File: src/rtl/snn_image_loader.sv
// snn_image_loader
//   Collects one binary image from a byte-wide UART receiver into a 1-bit
//   pixel memory, launches snn_core, then sends the ASCII form of the
//   result digit back through the UART transmitter.
//
// Ports
//   clk, rst_n        clock / asynchronous active-low reset
//   rx_rdy, rx_data   received byte (bit i -> pixel 8*byte_cnt+i)
//   clr_rx_rdy        one-cycle acknowledge of the current rx byte
//   addr_input_unit   pixel read address from snn_core
//   q_input           registered pixel read data (one-cycle latency)
//   start             one-cycle launch pulse to snn_core
//   done, digit       snn_core result handshake
//   tx_start, tx_data transmit request and ASCII result byte
//   tx_busy           transmitter busy
module snn_image_loader #(
  parameter int         IMG_BYTES  = 98,
  parameter logic [7:0] ASCII_BASE = 8'h30
) (
  input  logic       clk,
  input  logic       rst_n,
  input  logic       rx_rdy,
  input  logic [7:0] rx_data,
  output logic       clr_rx_rdy,
  input  logic [9:0] addr_input_unit,
  output logic       q_input,
  output logic       start,
  input  logic       done,
  input  logic [3:0] digit,
  output logic       tx_start,
  output logic [7:0] tx_data,
  input  logic       tx_busy
);

  localparam int NPIX = IMG_BYTES * 8;

  localparam logic [2:0] S_LOAD     = 3'd0;
  localparam logic [2:0] S_LAUNCH   = 3'd1;
  localparam logic [2:0] S_CLASSIFY = 3'd2;
  localparam logic [2:0] S_SEND     = 3'd3;
  localparam logic [2:0] S_WAIT_TX  = 3'd4;

  logic [2:0]      state_q, state_d;
  logic [6:0]      byte_cnt_q, byte_cnt_d;
  logic            clr_q, clr_d;
  logic            tx_start_q, tx_start_d;
  logic [7:0]      tx_data_q, tx_data_d;
  logic            seen_busy_q, seen_busy_d;
  logic            wait_cnt_q, wait_cnt_d;
  logic            q_input_q;
  logic [NPIX-1:0] mem_q;

  // The receiver still shows rx_rdy during the acknowledge cycle, so a byte
  // is only taken when no acknowledge is outstanding.
  logic rx_take, wr_en;
  assign rx_take = rx_rdy && !clr_q;
  assign wr_en   = rx_take && (state_q == S_LOAD);

  always_comb begin
    state_d     = state_q;
    byte_cnt_d  = byte_cnt_q;
    clr_d       = rx_take;   // bytes outside LOAD are acked and dropped
    tx_start_d  = 1'b0;
    tx_data_d   = tx_data_q;
    seen_busy_d = seen_busy_q;
    wait_cnt_d  = wait_cnt_q;
    case (state_q)
      S_LOAD: begin
        if (wr_en) begin
          if (byte_cnt_q == 7'(IMG_BYTES - 1)) begin
            byte_cnt_d = 7'd0;
            state_d    = S_LAUNCH;
          end else begin
            byte_cnt_d = byte_cnt_q + 7'd1;
          end
        end
      end
      S_LAUNCH: state_d = S_CLASSIFY;
      S_CLASSIFY: begin
        if (done) begin
          tx_data_d = ASCII_BASE + {4'h0, digit};
          state_d   = S_SEND;
        end
      end
      S_SEND: begin
        if (!tx_busy) begin
          tx_start_d  = 1'b1;
          seen_busy_d = 1'b0;
          wait_cnt_d  = 1'b0;
          state_d     = S_WAIT_TX;
        end
      end
      S_WAIT_TX: begin
        // Leave once busy has risen and fallen again, or after two idle
        // cycles if the transmitter never reports busy.
        if (tx_busy)                       seen_busy_d = 1'b1;
        else if (seen_busy_q || wait_cnt_q) state_d    = S_LOAD;
        else                               wait_cnt_d  = 1'b1;
      end
      default: state_d = S_LOAD;
    endcase
  end

  always_ff @(posedge clk or negedge rst_n) begin
    if (!rst_n) begin
      state_q     <= S_LOAD;
      byte_cnt_q  <= 7'd0;
      clr_q       <= 1'b0;
      tx_start_q  <= 1'b0;
      tx_data_q   <= 8'h00;
      seen_busy_q <= 1'b0;
      wait_cnt_q  <= 1'b0;
      q_input_q   <= 1'b0;
    end else begin
      state_q     <= state_d;
      byte_cnt_q  <= byte_cnt_d;
      clr_q       <= clr_d;
      tx_start_q  <= tx_start_d;
      tx_data_q   <= tx_data_d;
      seen_busy_q <= seen_busy_d;
      wait_cnt_q  <= wait_cnt_d;
      q_input_q   <= (addr_input_unit < 10'(NPIX)) ? mem_q[addr_input_unit] : 1'b0;
    end
  end

  // Pixel memory keeps its contents across reset; every image rewrites it.
  always_ff @(posedge clk) begin
    if (wr_en) begin
      for (int i = 0; i < 8; i++) mem_q[{byte_cnt_q, 3'(i)}] <= rx_data[i];
    end
  end

  assign clr_rx_rdy = clr_q;
  assign start      = (state_q == S_LAUNCH);
  assign tx_start   = tx_start_q;
  assign tx_data    = tx_data_q;
  assign q_input    = q_input_q;

endmodule

File: config.mk
export PLATFORM = sky130hd
export DESIGN_NAME = snn_image_loader
export DESIGN_NICKNAME = d
export VERILOG_FILES = /design/src/rtl/snn_image_loader.sv
export SDC_FILE = /design/constraint.sdc
export NUM_CORES = 1
export LEC_CHECK = 0
export BUFFER_PORTS_ARGS = -buffer_cell sky130_fd_sc_hd__buf_2
export CORE_MARGIN = 8
export CORE_UTILIZATION = 35
export CTS_BUF_LIST = sky130_fd_sc_hd__clkbuf_4
export DETAILED_ROUTE_END_ITERATION = 16
export SYNTH_ARGS = -nofsm -noshare
export SYNTH_HDL_FRONTEND = slang
export SYNTH_SLANG_ARGS = --single-unit
export TNS_END_PERCENT = 1
File: constraint.sdc
create_clock -name clk -period 3.3 [get_ports clk]
set_input_delay 0.495 -clock clk [delete_from_list [all_inputs] [get_ports clk]]
set_output_delay 0.495 -clock clk [all_outputs]
set_load 0.05 [all_outputs]
==> results.sh, run 1 <==
export IMPL_combinational_family_with_the_most_area_after_synthesis="multiplexers"
export IMPL_grt_overflow_total=0
export IMPL_rsz0062_at_grt="no"
export IMPL_seq_area_frac_synth_pct=74.9
export IMPL_cts_post_setup_buffers_inserted=0
export IMPL_ant_nets=0
export IMPL_clk_root_buffer_cell="sky130_fd_sc_hd__clkbuf_4"
export IMPL_final_nets=2026
export IMPL_yosysWarnings=0
export IMPL_layout_drive_gt1_share_pct=34.3
export IMPL_clock_pin_slew_reported_for_the_worst_setup_and_hold_paths_after_clock_tree_synthesis_ns=0.07
export IMPL_setup_violations=0
export IMPL_cts_buffers=193
export IMPL_timing_final_crit_share_pct=96.1
export IMPL_remaining_drc_errors=0
export IMPL_via_count_of_the_first_global_routing_pass=18500
export IMPL_grt_usage_pct=15.6
export IMPL_cp_data_arrival_time_ns=4.07
export IMPL_gp_congestion=0.790
export IMPL_finalCriticalPeriod_ns=3.17
export IMPL_route_detailed_wl_per_inst_um=24.0
export IMPL_layout_area_seq_sq_um=24000
export IMPL_worst_hold_margin_ns=0.282
export IMPL_area_growth_synth_to_final_pct=17.5
export IMPL_clock_sink_count=804
export IMPL_grt_pass1_wl_um=118000
export IMPL_design_core_area_sq_um=91200
export IMPL_synth_adder_area_share_pct=0.0780
export IMPL_synth_compound_area_share_pct=2.27
export IMPL_setup_worst_path_end_class="flop"
export IMPL_design_power_total_mw=21.6
export IMPL_io_pin_count=39
export IMPL_cts_root_to_sink_buffers=3
export IMPL_run_status="finished, final reports clean"
export IMPL_initial_utilization_pct=35.2
export IMPL_die_height_um=319
export IMPL_timing_max_cap_violations=0
export IMPL_vdd_ir_drop_worst_mv=0.383
export IMPL_finalWirelength_um=80100
export IMPL_hold_path_depth=3
export IMPL_async_reset_ff_share_pct=2.49
export IMPL_clock_insertion_delay_at_the_later_pin_of_the_skew_report_ns=1.04
export IMPL_hold_viol=0
export IMPL_cp_max_fo=1
export IMPL_area_share_of_and_or_nand_nor_cells_after_synthesis_pct=4.82
export IMPL_timing_critical_path_from_type="flop"
export IMPL_fp_dieArea_sq_um=102000
export IMPL_timing_setup_tns_ns=0
export IMPL_vias_per_instance=5.24
export IMPL_critPathKind="flop to flop"
export IMPL_synth_top_flop_cell="sky130_fd_sc_hd__edfxtp_1"
export IMPL_area_of_combinational_cells_with_multiple_inputs_sq_um=7490
export IMPL_synth_edf_count=784
export IMPL_finClkSkew_ns=0.0713
export IMPL_pre_repair_dr_iteration_count=5
export IMPL_leakage_nw=12.4
export IMPL_post_synth_num_cell_types=57
export IMPL_clock_fmax_mhz=315
export IMPL_detailroute_via_count=17500
export IMPL_cellPowerDensity_nw_per_um2=572
export IMPL_cts_htree_levels=4
export IMPL_place_hpwl_um=47200
export IMPL_nFillCells=8078
export IMPL_ys_seq_elements=804
export IMPL_slew_violations=0
export IMPL_max_slew_worst_pin_slew_ns=1.07
export IMPL_drt_initial_drc_count=1740
export IMPL_finalCoreUtilization_pct=41.3
export IMPL_postSynthCellCount=1644
export IMPL_placementRows=111
export IMPL_post_synthesis_mux_area_share_pct=16.1
export IMPL_die_width_um=319
export IMPL_hp_class="input port to flop"
export IMPL_worst_ep_required_time_ns=4.20
export IMPL_timing_max_slew_rel_slack_pct=28.8
export IMPL_post_place_ws_ns=-0.0387
export IMPL_antenna_found_initial=8
export IMPL_synthXorXnorAreaFrac_pct=0.0546
export IMPL_tritoncts="built"
export IMPL_crit_path_setup_slack_layout_ns=0.130
export IMPL_grt_max_degree=71
export IMPL_post_synth_instance_area_sq_um=32100
export IMPL_synthesis_area_per_instance_sq_um=19.5
export IMPL_ff2ff_path_depth=8
export IMPL_count_of_input_and_output_buffers=36
-- layout make-up --
type                    count  area share (%)
well taps                1186            3.94
inverters                  11           0.110
repair buffers            251            5.71
flip-flops and latches    804            63.8
diodes                      3          0.0199
clock inverters            77            1.16
clock buffers             272            5.42
multi-input cells         736            19.9
-- cell families after synthesis --
| logic type | Yosys count |
|---|---|
| other | 1 |
| and+or+nand+nor | 362 |
| DFF | 804 |
| buffers and inverters | 105 |
| adders and majority gates | 2 |
| xor gates and xnor gates | 2 |
| AOI/OAI and AO/OA | 106 |
| muxes | 262 |
-- synthesized netlist by cell type, types with 5 or more instances --
cell	instances	area, sq um
sky130_fd_sc_hd__a21oi_1	17	85.1
sky130_fd_sc_hd__a31oi_1	12	75.1
sky130_fd_sc_hd__buf_1	6	22.5
sky130_fd_sc_hd__buf_2	19	95.1
sky130_fd_sc_hd__buf_4	14	105
sky130_fd_sc_hd__buf_6	12	135
sky130_fd_sc_hd__clkbuf_1	43	161
sky130_fd_sc_hd__dfrtp_1	20	500
sky130_fd_sc_hd__edfxtp_1	784	23500
sky130_fd_sc_hd__inv_1	8	30.0
sky130_fd_sc_hd__mux2_2	8	90.1
sky130_fd_sc_hd__mux2i_1	52	521
sky130_fd_sc_hd__mux4_2	202	4550
sky130_fd_sc_hd__nand2_1	61	229
sky130_fd_sc_hd__nand2b_1	5	31.3
sky130_fd_sc_hd__nand3_1	17	85.1
sky130_fd_sc_hd__nand4_1	12	75.1
sky130_fd_sc_hd__nor2_1	223	837
sky130_fd_sc_hd__nor2b_1	6	37.5
sky130_fd_sc_hd__nor3_1	9	45.0
sky130_fd_sc_hd__nor3b_1	6	45.0
sky130_fd_sc_hd__o211ai_1	6	45.0
sky130_fd_sc_hd__o21ai_0	17	85.1
sky130_fd_sc_hd__o221ai_1	13	114
sky130_fd_sc_hd__o22ai_1	10	62.6
-- sequential cells by signal, indices dropped and copies added, names as in the netlist --
signal / flops
tx_start: 1
mem_q: 784
seen_busy_q: 1
q_input: 1
state_q: 3
clr_rx_rdy: 1
tx_data: 5
wait_cnt_q: 1
byte_cnt_q: 7
-- worst max-delay path, cell delays in order, from the launching register on --
cell	delay, ns
sky130_fd_sc_hd__edfxtp_1	0.38
sky130_fd_sc_hd__mux4_2	0.48
sky130_fd_sc_hd__mux4_2	0.49
sky130_fd_sc_hd__mux4_2	0.49
sky130_fd_sc_hd__mux2i_1	0.32
sky130_fd_sc_hd__nor3_1	0.10
sky130_fd_sc_hd__nor3_1	0.16
sky130_fd_sc_hd__a31oi_1	0.05
sky130_fd_sc_hd__dlygate4sd3_1	0.57
-- report_power, final --
part / switching [mW] / internal, mW
Combinational: 1.36 / 0.725
Sequential: 0.161 / 11.3
Clock: 3.95 / 4.08
-- metal layers --
metal	routed length (um)	vias to the layer above	global-route usage, %
met5	83	-	0.425
met4	1930	6	5.31
met3	6050	149	3.87
met2	39400	727	25.6
met1	32600	9086	20.3
li1	-	7547	-
-- repair_timing --
| action | 4_1_cts | 5_1_grt |
|---|---|---|
| hold endpoints to repair | 253 | 0 |
| resized for setup | 0 | 0 |
| hold buffers | 25 | 0 |
-- worst paths after layout --
path	from	endpoint	slack, ns
worst max-delay path	mem_q[535]$_DFFE_PP_	q_input$_DFF_PN0_	0.13
worst min-delay path	rx_rdy	clr_rx_rdy$_DFF_PN0_	0.28
worst max register to register	mem_q[535]$_DFFE_PP_	q_input$_DFF_PN0_	0.13
worst min register to register	clr_rx_rdy$_DFF_PN0_	clr_rx_rdy$_DFF_PN0_	0.44
max in group asynchronous	rst_n	byte_cnt_q[1]$_DFFE_PN0P_	2.65
min in group asynchronous	rst_n	tx_start$_DFF_PN0_	0.46
-- layout by cell type, fill, tap and decap left out, types with 5 or more instances in the layout --
cell / instances
sky130_fd_sc_hd__nand3_1: 17
sky130_fd_sc_hd__nor2b_1: 6
sky130_fd_sc_hd__nand4_1: 12
sky130_fd_sc_hd__nor3_1: 8
sky130_fd_sc_hd__clkinv_1: 57
sky130_fd_sc_hd__buf_4: 177
sky130_fd_sc_hd__o211ai_1: 6
sky130_fd_sc_hd__nor3b_1: 6
sky130_fd_sc_hd__a31oi_1: 12
sky130_fd_sc_hd__mux2i_1: 52
sky130_fd_sc_hd__nand2b_1: 5
sky130_fd_sc_hd__buf_2: 27
sky130_fd_sc_hd__dfrtp_1: 20
sky130_fd_sc_hd__inv_6: 6
sky130_fd_sc_hd__o21ai_0: 17
sky130_fd_sc_hd__clkinv_2: 7
sky130_fd_sc_hd__mux2_2: 8
sky130_fd_sc_hd__buf_12: 21
sky130_fd_sc_hd__a21oi_1: 17
sky130_fd_sc_hd__clkbuf_4: 272
sky130_fd_sc_hd__nor2_1: 223
sky130_fd_sc_hd__mux4_2: 202
sky130_fd_sc_hd__o221ai_1: 13
sky130_fd_sc_hd__dlygate4sd3_1: 24
sky130_fd_sc_hd__clkinv_4: 5
sky130_fd_sc_hd__nand2_1: 61
sky130_fd_sc_hd__o22ai_1: 10
sky130_fd_sc_hd__inv_1: 8
sky130_fd_sc_hd__edfxtp_1: 784
-- metrics by stage --
| step | area [sq um] | cells |
|---|---|---|
| finish | 37700 | 3340 |
| CTS | 37700 | 3337 |
| global route | 37700 | 3339 |
| detailed placement | 35000 | 2963 |
| floorplan | 32100 | 1645 |
| global placement | 35000 | 2963 |
Note: power is estimated with default switching activity, not from simulation.
==> run 2, diff against run 1 <==
ABC_AREA = 1   (was not set)
==> run 2 against run 1 <==
Against the previous run:
- via count is 35% higher
- clock skew grew 0.022 ns
- worst setup slack better by 0.29 ns
- global-route usage rose by 1.6 points
- die area increased by 4.9%
==> results.sh, run 2 <==
export IMPL_run_status="finished, final reports clean"
export IMPL_critPathKind="flop to flop"
export IMPL_design_core_area_sq_um=96100
export IMPL_io_pin_count=39
export IMPL_synth_top_flop_cell="sky130_fd_sc_hd__edfxtp_1"
export IMPL_timing_setup_tns_ns=0
export IMPL_cts_buffers=198
export IMPL_timing_critical_path_from_type="flop"
export IMPL_layout_drive_gt1_share_pct=15.4
export IMPL_placedInstanceArea_sq_um=36000
export IMPL_route_detailed_wl_per_inst_um=20.1
export IMPL_hold_viol=0
export IMPL_async_reset_ff_share_pct=2.49
export IMPL_drt_initial_drc_count=2276
export IMPL_grt_overflow_total=0
export IMPL_yosysWarnings=0
export IMPL_design_power_total_mw=22.4
export IMPL_timing_max_slew_rel_slack_pct=26.9
export IMPL_clock_insertion_delay_at_the_later_pin_of_the_skew_report_ns=1.07
export IMPL_layout_commonest_cell="sky130_fd_sc_hd__nand2_1"
export IMPL_worstSetupEndpoint="q_input$_DFF_PN0_"
export IMPL_gp_congestion=0.858
export IMPL_detailroute_via_count=23700
export IMPL_cts_resized=0
export IMPL_rsz0062_at_grt="no"
export IMPL_gr_max_usage_layer="met2"
export IMPL_vias_per_instance=5.12
export IMPL_met2_usage_pct=27.8
export IMPL_hold_path_depth=3
export IMPL_synth_top_area_share_pct=69.7
export IMPL_max_slew_worst_pin_slew_ns=1.09
export IMPL_cp_max_fo=1
export IMPL_groute_layer_met3_usage_pct=3.85
export IMPL_finClkSkew_ns=0.0935
export IMPL_tritoncts="built"
export IMPL_synthMostInstantiatedCell="sky130_fd_sc_hd__nand2_1"
export IMPL_seq_area_frac_synth_pct=71.2
export IMPL_timing_final_crit_share_pct=87.3
export IMPL_worst_ep_required_time_ns=4.25
export IMPL_startpoint="mem_q[514]$_DFFE_PP_"
export IMPL_finalCriticalPeriod_ns=2.88
export IMPL_synthesis_area_per_instance_sq_um=11.3
export IMPL_grt_usage_pct=17.2
export IMPL_postSynthCellCount=2981
export IMPL_die_height_um=327
export IMPL_grt_max_degree=121
export IMPL_nFillCells=9210
export IMPL_ys_seq_elements=804
export IMPL_gr_usage_met1_pct=22.7
export IMPL_ff2ff_path_depth=16
export IMPL_pre_repair_dr_iteration_count=5
export IMPL_synth_area_leaders="sky130_fd_sc_hd__edfxtp_1 (70%), sky130_fd_sc_hd__nand3_1 (10%), sky130_fd_sc_hd__nand2_1 (10%), sky130_fd_sc_hd__nor2_1 (1.5%), sky130_fd_sc_hd__nor3_1 (1.5%)"
export IMPL_die_width_um=327
export IMPL_post_synth_num_cell_types=29
export IMPL_remaining_drc_errors=0
export IMPL_largest_register_ff_count=784
export IMPL_ant_nets=0
export IMPL_clock_sink_count=804
export IMPL_cts_post_setup_buffers_inserted=0
export IMPL_cellPowerDensity_nw_per_um2=578
export IMPL_initial_utilization_pct=35.1
export IMPL_clock_pin_slew_reported_for_the_worst_setup_and_hold_paths_after_clock_tree_synthesis_ns=0.08
export IMPL_reg2reg_slack_ns=0.42
export IMPL_setup_violations=0
export IMPL_cts_htree_levels=4
export IMPL_place_hpwl_um=50300
export IMPL_final_nets=3234
export IMPL_grt_pass1_wl_um=142000
export IMPL_worstReg2RegStart="mem_q[514]$_DFFE_PP_"
export IMPL_setup_worst_path_end_class="flop"
export IMPL_via_count_of_the_first_global_routing_pass=23500
export IMPL_timing_rr_end="q_input$_DFF_PN0_"
export IMPL_finalWirelength_um=93200
export IMPL_cts_root_to_sink_buffers=3
export IMPL_register_containing_the_most_flip_flops_in_the_final_layout="mem_q"
export IMPL_hp_class="input port to flop"
export IMPL_yosysTopAreaCell="sky130_fd_sc_hd__edfxtp_1"
export IMPL_most_common_layout_cells="sky130_fd_sc_hd__nand2_1 (936), sky130_fd_sc_hd__edfxtp_1 (784), sky130_fd_sc_hd__nand3_1 (706)"
export IMPL_cp_data_arrival_time_ns=3.83
export IMPL_timing_max_cap_violations=0
export IMPL_count_of_input_and_output_buffers=36
export IMPL_synth_edf_count=784
export IMPL_clk_root_buffer_cell="sky130_fd_sc_hd__clkbuf_4"
export IMPL_antenna_found_initial=4
export IMPL_clock_fmax_mhz=347
export IMPL_fp_dieArea_sq_um=107000
export IMPL_fin_area_sq_um=38800
export IMPL_vdd_ir_drop_worst_mv=0.449
export IMPL_post_synth_instance_area_sq_um=33800
export IMPL_placementRows=114
export IMPL_leakage_nw=14.1
export IMPL_finalCoreUtilization_pct=40.3
export IMPL_area_growth_synth_to_final_pct=14.9
export IMPL_slew_violations=0
export IMPL_post_synth_most_frequent_cells="sky130_fd_sc_hd__nand2_1 (937), sky130_fd_sc_hd__edfxtp_1 (784), sky130_fd_sc_hd__nand3_1 (706), sky130_fd_sc_hd__nor2_1 (138), sky130_fd_sc_hd__nor3_1 (103)"
-- run 2: cell types whose count changed after synthesis, sizes merged, moves of 32 or more --
cell and delta:
nor2 -85, buf +112, nand2 +876, nand3 +689, nor3 +94, inv +32, mux4 -202, mux2i -52
-- run 2: worst min-delay path by stage --
stage                                       from                         to  slack (ns)
after floorplan                            rst_n  byte_cnt_q[0]$_DFFE_PN0P_        0.20
after global placement    tx_data[1]$_DFFE_PN0P_     tx_data[1]$_DFFE_PN0P_        0.49
after detailed placement  tx_data[0]$_DFFE_PN0P_     tx_data[0]$_DFFE_PN0P_        0.49
after CTS                                tx_busy         tx_start$_DFF_PN0_        0.05
after global routing                     tx_busy         tx_start$_DFF_PN0_        0.11
final                                    tx_busy         tx_start$_DFF_PN0_        0.21
-- run 2: stage by stage --
stage	instances	hold slack (ns)	worst slack (ns)
global placement	4257	0.487	0.384
CTS	4629	0.0509	0.454
floorplan	2982	0.199	0.936
detailed placement	4257	0.490	0.365
finish	4632	0.205	0.420
global route	4632	0.113	0.263
-- run 2: logic make-up (layout without fill, tap and decap cells) --
logic type / after synthesis / count (layout) / share of synthesized area, %
simple gates: 1888 / 1888 / 24.0
flops: 804 / 804 / 71.2
buf+inv: 251 / 622 / 4.02
compound gates: 31 / 31 / 0.512
mux: 4 / 4 / 0.133
fa+ha+maj: 2 / 2 / 0.0741
other cells: 1 / 5 / 0.0111
-- run 2: power by group --
part	switching, mW	leakage [nW]	internal [mW]
logic	2.11	5.22	0.703
clock network	4.00	1.49	4.17
registers	0.108	7.38	11.3
total	6.21	14.1	16.2
-- run 2: cell type report --
type	count	area, sq um	share of cell area (%)
Inverter	47	196	0.506
Clock buffer	286	2150	5.53
Timing Repair Buffer	227	2060	5.32
Sequential cell	804	24000	62.0
Multi-Input combinational cell	1927	8360	21.6
Antenna cell	3	7.51	0.0194
Tap cell	1276	1600	4.12
Clock inverter	62	373	0.961
-- run 2: timing repair --
item,CTS,global route
setup endpoints to repair,0,0
endpoints found under the hold margin,269,0
hold buffers,24,0
-- run 2: worst max-delay path: stages, from the launching register on --
cell,delay [ns]
sky130_fd_sc_hd__edfxtp_1,0.35
sky130_fd_sc_hd__nand2_1,0.07
sky130_fd_sc_hd__nand3_1,0.07
sky130_fd_sc_hd__nand3_1,0.14
sky130_fd_sc_hd__nand3_1,0.12
sky130_fd_sc_hd__nand2_1,0.10
sky130_fd_sc_hd__nand2_1,0.05
sky130_fd_sc_hd__nand3_1,0.12
sky130_fd_sc_hd__nand3_1,0.20
sky130_fd_sc_hd__nand3_1,0.13
sky130_fd_sc_hd__nand2_1,0.09
sky130_fd_sc_hd__nand2_1,0.07
sky130_fd_sc_hd__nand2_1,0.05
sky130_fd_sc_hd__nand2_1,0.05
sky130_fd_sc_hd__dlygate4sd3_1,0.54
sky130_fd_sc_hd__nand2_1,0.05
sky130_fd_sc_hd__dlygate4sd3_1,0.57
-- run 2: layer usage --
metal  vias up  part of all wire, %
li1      11100                    -
met4         2                  2.6
met5         -               0.0097
met1     11500                   42
met3       179                  7.9
met2       948                   47
==> run 3, diff against run 2 <==
==> constraint.sdc (replaced) <==
create_clock -name clk -period 3.3 [get_ports clk]
set_input_delay 0.33 -clock clk [delete_from_list [all_inputs] [get_ports clk]]
set_output_delay 0.33 -clock clk [all_outputs]
set_load 0.05 [all_outputs]
==> run 3 against run 2 <==
Against the previous run:
- utilization is essentially flat
- cell count up 0.54%
- sequential cell count did not move
- final area is essentially flat
- non-clock buffer count is 1 higher
==> results.sh, run 3 (synthesis results as in run 2) <==
export IMPL_area_growth_synth_to_final_pct=15.0
export IMPL_cts_root_to_sink_buffers=3
export IMPL_tritoncts="built"
export IMPL_cts_post_setup_buffers_inserted=0
export IMPL_timing_setup_tns_ns=0
export IMPL_run_status="finished, final reports clean"
export IMPL_cts_buffers=206
export IMPL_remaining_drc_errors=0
export IMPL_design_core_area_sq_um=96100
export IMPL_most_common_layout_cells="sky130_fd_sc_hd__nand2_1 (936), sky130_fd_sc_hd__edfxtp_1 (784), sky130_fd_sc_hd__nand3_1 (706)"
export IMPL_final_nets=3243
export IMPL_clk_root_buffer_cell="sky130_fd_sc_hd__clkbuf_4"
export IMPL_grt_pass1_wl_um=140000
export IMPL_critPathKind="flop to flop"
export IMPL_grt_overflow_total=0
export IMPL_clock_pin_slew_reported_for_the_worst_setup_and_hold_paths_after_clock_tree_synthesis_ns=0.06
export IMPL_finClkSkew_ns=0.0531
export IMPL_via_count_of_the_first_global_routing_pass=23300
export IMPL_register_containing_the_most_flip_flops_in_the_final_layout="mem_q"
export IMPL_layout_drive_gt1_share_pct=15.9
export IMPL_clock_insertion_delay_at_the_later_pin_of_the_skew_report_ns=1.05
export IMPL_cp_data_arrival_time_ns=3.88
export IMPL_detailroute_via_count=23700
export IMPL_grt_usage_pct=16.9
export IMPL_finalWirelength_um=91600
export IMPL_placementRows=114
export IMPL_cp_max_fo=1
export IMPL_finalCriticalPeriod_ns=2.97
export IMPL_initial_utilization_pct=35.1
export IMPL_timing_max_slew_rel_slack_pct=25.7
export IMPL_grt_max_degree=100
export IMPL_clock_sink_count=804
export IMPL_clock_fmax_mhz=336
export IMPL_nFillCells=9275
export IMPL_setup_violations=0
export IMPL_slew_violations=0
export IMPL_postCtsHoldBufs=31
export IMPL_die_width_um=327
export IMPL_startpoint="mem_q[662]$_DFFE_PP_"
export IMPL_antenna_found_initial=3
export IMPL_worst_hold_margin_ns=0.138
export IMPL_worst_ep_required_time_ns=4.20
export IMPL_drt_initial_drc_count=2129
export IMPL_hold_path_depth=4
export IMPL_rsz0062_at_grt="no"
export IMPL_fp_dieArea_sq_um=107000
export IMPL_cts_htree_levels=4
export IMPL_route_detailed_wl_per_inst_um=19.7
export IMPL_largest_register_ff_count=784
export IMPL_count_of_input_and_output_buffers=36
export IMPL_cellPowerDensity_nw_per_um2=581
export IMPL_hold_viol=0
export IMPL_gp_congestion=0.815
export IMPL_ff2ff_path_depth=16
export IMPL_pre_repair_dr_iteration_count=5
export IMPL_hp_class="input port to flop"
export IMPL_ant_nets=0
export IMPL_leakage_nw=14.1
export IMPL_setup_worst_path_end_class="flop"
export IMPL_worstReg2RegStart="mem_q[662]$_DFFE_PP_"
export IMPL_max_slew_worst_pin_slew_ns=1.11
export IMPL_timing_critical_path_from_type="flop"
export IMPL_vias_per_instance=5.10
export IMPL_die_height_um=327
export IMPL_layout_commonest_cell="sky130_fd_sc_hd__nand2_1"
export IMPL_place_hpwl_um=48700
export IMPL_io_pin_count=39
export IMPL_launch_instance_of_the_worst_min_delay_path="tx_busy"
export IMPL_finalCoreUtilization_pct=40.4
export IMPL_vdd_ir_drop_worst_mv=0.410
export IMPL_timing_final_crit_share_pct=90.1
export IMPL_timing_max_cap_violations=0
export IMPL_cts_resized=0
[run 3: worst max-delay path, stage by stage, from the launching register on]
cell	delay [ns]
sky130_fd_sc_hd__edfxtp_1	0.36
sky130_fd_sc_hd__nand2_1	0.07
sky130_fd_sc_hd__nand3_1	0.08
sky130_fd_sc_hd__nand3_1	0.11
sky130_fd_sc_hd__nand3_1	0.11
sky130_fd_sc_hd__nand2_1	0.09
sky130_fd_sc_hd__nand2_1	0.06
sky130_fd_sc_hd__nand3_1	0.13
sky130_fd_sc_hd__nand3_1	0.18
sky130_fd_sc_hd__nand3_1	0.21
sky130_fd_sc_hd__nand2_1	0.13
sky130_fd_sc_hd__nand2_1	0.07
sky130_fd_sc_hd__nand2_1	0.05
sky130_fd_sc_hd__nand2_1	0.05
sky130_fd_sc_hd__dlygate4sd3_1	0.55
sky130_fd_sc_hd__nand2_1	0.05
sky130_fd_sc_hd__dlygate4sd3_1	0.57
[run 3: worst paths after layout]
kind | to | slack, ns
hold / removal | seen_busy_q$_DFFE_PN0P_ | 0.14
hold reg to reg | tx_data[4]$_DFFE_PN0P_ | 0.51
min in group asynchronous | tx_data[2]$_DFFE_PN0P_ | 0.55
max in group asynchronous | byte_cnt_q[3]$_DFFE_PN0P_ | 2.04
setup / recovery | q_input$_DFF_PN0_ | 0.33
setup reg to reg | q_input$_DFF_PN0_ | 0.33
[run 3: report_power, final]
group          internal (mW)  total (mW)  switching, mW
Clock                   4.30        8.31           4.01
Sequential              11.3        11.5          0.106
Combinational          0.693        2.80           2.11
[run 3: per-layer routing]
layer | up-vias | global-route usage [%] | part of all wire (%)
met3 | 184 | 3.38 | 7.2
met2 | 907 | 27.1 | 47
li1 | 11100 | - | -
met1 | 11600 | 22.6 | 43
met4 | 0 | 6.42 | 2.6
met5 | - | 0 | 0
[run 3: final cells by class]
cell class / count / area (sq um) / share of cell area (%)
clock inverters: 61 / 297 / 0.764
diodes: 4 / 10.0 / 0.0258
repair buffers: 228 / 1990 / 5.12
flip-flops and latches: 804 / 24000 / 61.9
inverters: 47 / 196 / 0.506
well taps: 1276 / 1600 / 4.11
clock buffers: 310 / 2330 / 5.99
multi-input cells: 1927 / 8360 / 21.5
[run 3: stage by stage]
| stage | area, sq um | power, mW | cells | worst slack, ns |
|---|---|---|---|---|
| finish | 38800 | 22.6 | 4657 | 0.326 |
| global route | 38800 | 23.5 | 4656 | 0.157 |
| CTS | 38800 | 22.8 | 4653 | 0.389 |
| detailed placement | 35900 | 14.4 | 4251 | 0.677 |
| global placement | 35900 | 14.4 | 4251 | 0.724 |
| floorplan | 33800 | 13.1 | 2982 | 0.936 |
